$ cat config.mk
export PLATFORM = sky130hd
export DESIGN_NAME = nexys_starship_break_gen
export DESIGN_NICKNAME = d
export VERILOG_FILES = /design/src/rtl/nexys_starship_pkg.sv /design/src/rtl/nexys_starship_lfsr16.sv /design/src/rtl/nexys_starship_break_gen.sv
export SDC_FILE = /design/constraint.sdc
export NUM_CORES = 1
export LEC_CHECK = 0
export ABC_AREA = 1
export ABC_CLOCK_PERIOD_IN_PS = 1900
export BUFFER_PORTS_ARGS = -buffer_cell sky130_fd_sc_hd__buf_2
export CAP_MARGIN = 5
export CORE_ASPECT_RATIO = 0.9
export CORE_MARGIN = 4
export CORE_UTILIZATION = 30
export CTS_CLUSTER_DIAMETER = 50
export CTS_CLUSTER_SIZE = 14
export DETAILED_ROUTE_END_ITERATION = 12
export PLACE_DENSITY_LB_ADDON = 0.25
export SETUP_SLACK_MARGIN = 0.3
export SLEW_MARGIN = 30
export SYNTH_ARGS = -nofsm -noshare
export SYNTH_HDL_FRONTEND = slang
export SYNTH_HIERARCHICAL = 1
export SYNTH_SLANG_ARGS = --single-unit
export TNS_END_PERCENT = 20
$ cat constraint.sdc
create_clock -name Clk -period 1.9 [get_ports Clk]
set_clock_uncertainty 0.2 [all_clocks]
set_input_delay 0.38 -clock Clk [delete_from_list [all_inputs] [get_ports Clk]]
set_output_delay 0.38 -clock Clk [all_outputs]
set_load 0.01 [all_outputs]
$ cat src/rtl/nexys_starship_pkg.sv
// Shared definitions for the Nexys Starship break scheduler and its random sources.
// Contains state encodings, subsystem indices and the LFSR step function.
package nexys_starship_pkg;

    typedef enum logic [3:0] {
        BG_INIT = 4'b0001,
        BG_WAIT = 4'b0010,
        BG_PICK = 4'b0100,
        BG_FIRE = 4'b1000
    } bg_state_t;

    localparam int SUB_BR = 0;
    localparam int SUB_BL = 1;
    localparam int SUB_TR = 2;
    localparam int SUB_TL = 3;

    // Taps 16,14,13,11 mapped onto bit indices 15,13,12,10.
    localparam logic [15:0] LFSR_TAPS = 16'hB400;

    function automatic logic [15:0] lfsr_step(input logic [15:0] s);
        return {s[14:0], ^(s & LFSR_TAPS)};
    endfunction

endpackage

$ cat src/rtl/nexys_starship_lfsr16.sv
// Free-running 16-bit Fibonacci LFSR; advances one step every clock outside reset.
// A zero seed would lock up the register, so it is replaced by 16'h0001.
module nexys_starship_lfsr16
    import nexys_starship_pkg::*;
#(
    parameter logic [15:0] SEED = 16'hACE1
) (
    input  logic        Clk,
    input  logic        Reset,
    output logic [15:0] state
);

    localparam logic [15:0] INIT_VAL = (SEED == 16'h0000) ? 16'h0001 : SEED;

    always_ff @(posedge Clk or posedge Reset) begin
        if (Reset) begin
            state <= INIT_VAL;
        end else begin
            state <= lfsr_step(state);
        end
    end

endmodule

$ cat src/rtl/nexys_starship_break_gen.sv
// Break scheduler: counts timer ticks, picks a healthy subsystem and pulses break_req.
// break_req is high in the second cycle after the cycle carrying the expiring tick.
module nexys_starship_break_gen
    import nexys_starship_pkg::*;
#(
    parameter logic [15:0] LFSR_SEED     = 16'hACE1,
    parameter logic [7:0]  BASE_INTERVAL = 8'd40,
    parameter logic [3:0]  JITTER_MASK   = 4'hF
) (
    input  logic       Clk,
    input  logic       Reset,
    input  logic       timer_tick,
    input  logic       play_flag,
    input  logic       gameover_ctrl,
    input  logic [1:0] level,
    input  logic [3:0] broken,
    output logic [3:0] break_req,
    output logic [3:0] random_hex,
    output logic [7:0] break_count,
    output logic       q_BG_Init,
    output logic       q_BG_Wait,
    output logic       q_BG_Pick,
    output logic       q_BG_Fire
);

    bg_state_t   state;
    logic [15:0] lfsr;
    logic [8:0]  cnt;
    logic [8:0]  load_raw;
    logic [8:0]  load_val;
    logic [3:0]  hex_val;
    logic        found;
    logic [1:0]  pick_idx;
    logic [1:0]  probe;
    logic        lfsr_unused;

    nexys_starship_lfsr16 #(
        .SEED (LFSR_SEED)
    ) u_lfsr (
        .Clk   (Clk),
        .Reset (Reset),
        .state (lfsr)
    );

    assign load_raw    = ({1'b0, BASE_INTERVAL} >> level) + {5'b0, lfsr[11:8] & JITTER_MASK};
    assign load_val    = (load_raw == 9'd0) ? 9'd1 : load_raw;
    assign hex_val     = (lfsr[7:4] == 4'h0) ? 4'hF : lfsr[7:4];
    assign lfsr_unused = ^{lfsr[15:12], lfsr[3:2]};

    always_comb begin
        found    = 1'b0;
        pick_idx = lfsr[1:0];
        probe    = lfsr[1:0];
        // Scan furthest-first so the nearest healthy slot after the start index wins.
        for (int k = 3; k >= 0; k--) begin
            probe = lfsr[1:0] + 2'(k);
            if (!broken[probe]) begin
                found    = 1'b1;
                pick_idx = probe;
            end
        end
    end

    always_ff @(posedge Clk or posedge Reset) begin
        if (Reset) begin
            state       <= BG_INIT;
            break_req   <= 4'b0000;
            random_hex  <= 4'h1;
            break_count <= 8'd0;
            cnt         <= 9'd0;
        end else if (gameover_ctrl) begin
            state       <= BG_INIT;
            break_req   <= 4'b0000;
            break_count <= 8'd0;
        end else begin
            break_req <= 4'b0000;
            case (state)
                BG_INIT: begin
                    break_count <= 8'd0;
                    if (play_flag) begin
                        cnt   <= load_val;
                        state <= BG_WAIT;
                    end
                end
                BG_WAIT: begin
                    if (timer_tick) begin
                        if (cnt != 9'd0) begin
                            cnt <= cnt - 9'd1;
                        end
                        if (cnt == 9'd1) begin
                            state <= BG_PICK;
                        end
                    end
                end
                BG_PICK: begin
                    // The pulse, combo and count all land together so consumers see a consistent break.
                    if (found) begin
                        break_req  <= 4'b0001 << pick_idx;
                        random_hex <= hex_val;
                        if (break_count != 8'hFF) begin
                            break_count <= break_count + 8'd1;
                        end
                        state <= BG_FIRE;
                    end else begin
                        cnt   <= load_val;
                        state <= BG_WAIT;
                    end
                end
                BG_FIRE: begin
                    cnt   <= load_val;
                    state <= BG_WAIT;
                end
                default: begin
                    state <= BG_INIT;
                end
            endcase
        end
    end

    assign q_BG_Init = (state == BG_INIT);
    assign q_BG_Wait = (state == BG_WAIT);
    assign q_BG_Pick = (state == BG_PICK);
    assign q_BG_Fire = (state == BG_FIRE);

endmodule

==> results.cfg <==
[clock_tree]
cts.clk_slew.worst_paths_ns = 0.09
numCtsBuffers = 5
root_buffer = clkbuf_8
cts_tree = built
cts.sinks = 45
clock_latency_ns = 0.30
cts_max_level = 2
cts.path.max_buffers = 2

[yosys]
syn_avg_cell_area_sq_um = 7.61
netlist_area_sq_um = 2670
synth_fp_nets = 370
synthArstFlopShare = 1.00
synth-seq-cells = 45
synth_edf_count = 0
netlist-cell-type-count = 34
synthCells = 351
ys_seq_area_frac = 0.426
yosys_most_used_dff = dfrtp_1
yosys_warnings = 6

[pwr]
peakVddDrop_mv = 0.362
power_density_nw_per_um2 = 856
swShare = 0.363
p_clk_frac = 0.254
leakagePower_uw = 0.00186
pwr-share-comb = 0.355
p_int_uw = 1910
seq_power_share = 0.391
p_total_uw = 3000
p_switching_uw = 1090

[worst_hold_path]
hp-class = in -> reg
worstHoldPathCells = 2
hold_path_startpoint = play_flag
whs_endpoint = state[0]

[sta]
report.final.slew_viol_count = 0
hold_violations = 0
period_share = 1.01
rsz0062_at_grt = yes
setup_slack_ns = -0.0224
timing.fmax_ghz = 0.520
slew_headroom = 0.603
tightest_slew_ns = 0.591
fin_crit_ns = 1.92
setup_viol = 7

[floorplan]
io_pins = 31
core_area_sq_um = 8610
die_w_um = 107
num_rows = 32
die_h_um = 97.5
dieArea_sq_um = 10500
start_util = 0.310

[critical_path]
cp.depth = 11
regToRegStartpoint = u_lfsr/state[0]
rrSetupSlack_ns = -0.02
cp.arrival_ns = 1.92
path_common_cell = nand2_1
cp-end-kind = flip-flop
path_cells = buf_4 > nand2_1 > nand2_2 > nand2_1 > nand2_2 > nor2_4 > nand2_4 > nand3_2 > buf_4 > nand3_1 > nand2_1
r2r_cells = 11
worstReg2RegEnd = break_count[0]
critPathMaxFanout = 7
worstPathRequired_ns = 1.89
max_stage_delay_ns = 0.64
criticalPathCategory = reg -> reg
cpMaxStageDelayCell = dfstp_2
cpLargestDelayFamily = simple AND/OR/NAND/NOR gates
critPathBufInv = 2
critPathLaunchType = flip-flop

[layout]
synthToLayoutAreaGrowth_pct = 31.0
num-fill-cells = 853
antenna_cells = 0
drive_gt1_frac = 0.371
multi_input_area_sq_um = 1420
final_util = 0.407
fin_nets = 439
final_common_cell = nand2_1
regArea_sq_um = 1140
final_cell_mix = nand2_1 (91), inv_1 (41), dfrtp_1 (35), nand3_1 (31), buf_4 (30)

[global_routing]
grt_pass1_wl_um = 10000
antenna_found_initial = 0
gr-total-overflow = 0
grtUsageTotal = 0.115
grt_max_degree = 30
grt_pass1_vias = 2212

[drt]
wire_per_inst_um = 10.6
dr.pass1.iters = 4
drc_errors = 0
num_vias = 2320
via_per_inst = 4.30
wl_um = 5700
final_antenna_net_count = 0
first_iter_violations = 55

[placement]
gp_congestion = 0.799
port_buffers = 30
post-dp-hpwl_um = 4220

[outcome]
violations = setup timing
status = finished with violations

[flow_run]
cap_violations = 0
## routing by layer
layer	vias to the layer above	routed length (um)	global-route usage
li1	1238	-	-
met1	1048	2880	0.160
met2	27	2580	0.181
met3	7	168	0.0206
met4	0	65	0.0350
met5	-	0	0
## worst reg2reg max path: cells and delay by family (launching register included)
family,cells,cell delay [ns]
and+or+nand+nor,9,0.67
DFF,1,0.64
buffers and inverters,2,0.32
## area by class of cell
type / instances / share of cell area
multi-input cells: 249 / 0.406
clock buffers: 5 / 0.0197
repair buffers: 67 / 0.134
flip-flops and latches: 45 / 0.325
clock inverters: 3 / 0.0143
inverters: 52 / 0.0579
well taps: 119 / 0.0425
## synth_stat cells, types with 4 or more instances
master	instances	area, sq um
nor2_2	4	25.0
nand2_2	14	87.6
ha_1	7	87.6
nand3_1	34	170
dfstp_2	10	263
nor2_1	30	113
o21ai_2	10	87.6
inv_1	45	169
a21oi_1	7	35.0
nand2_1	104	390
dfrtp_1	35	876
inv_2	6	22.5
o21ai_0	11	55.1
## logic make-up after synthesis
group	share of synthesized area
simple gates	0.352
buf+inv	0.0908
flops	0.426
compound gates	0.0777
fa+ha+maj	0.0403
xor+xnor	0.0131
## through the flow
stage                     instance area (sq um)  TNS [ns]  hold slack (ns)  std cells  setup WS, ns
after global placement                     3180    -0.843            0.132        523        -0.109
after global routing                       3500     -3.15            0.117        540        -0.173
after floorplan                            2720         0           0.0880        351        0.0624
final                                      3500   -0.0578            0.111        540       -0.0224
after CTS                                  3450   -0.0241            0.104        539       -0.0168
after detailed placement                   3180     -1.13            0.141        523        -0.136
## how the worst max path moves through the flow
stage,start,to,slack (ns)
after floorplan,u_lfsr/state[0],break_count[4],0.06
after global placement,level[0],cnt[0],-0.11
after detailed placement,level[0],cnt[0],-0.14
after CTS,u_lfsr/state[0],cnt[0],-0.02
after global routing,u_lfsr/state[0],cnt[0],-0.17
final,u_lfsr/state[0],break_count[0],-0.02
## sequential cells by signal, summed over array words and instances (netlist names)
name          count
random_hex        4
state             4
u_lfsr/state     16
break_req         4
cnt               9
break_count       8
## power groups by stage
| stage | clock network (uW) | logic (uW) | registers, uW |
|---|---|---|---|
| global route | 841 | 1200 | 1190 |
| CTS | 789 | 1040 | 1160 |
| floorplan | 0 | 673 | 1190 |
| global placement | 0 | 941 | 1180 |
| detailed placement | 0 | 950 | 1180 |
| finish | 761 | 1060 | 1170 |
## repair_timing
action                                  in CTS  in global routing
hold endpoints to repair                    35                  0
resized for setup                           21                 13
setup buffers                                7                  1
endpoints found under the setup margin      31                 35
hold buffers                                 1                  0
pin swaps                                    9                  6
Note: power is estimated with default switching activity, not from simulation.
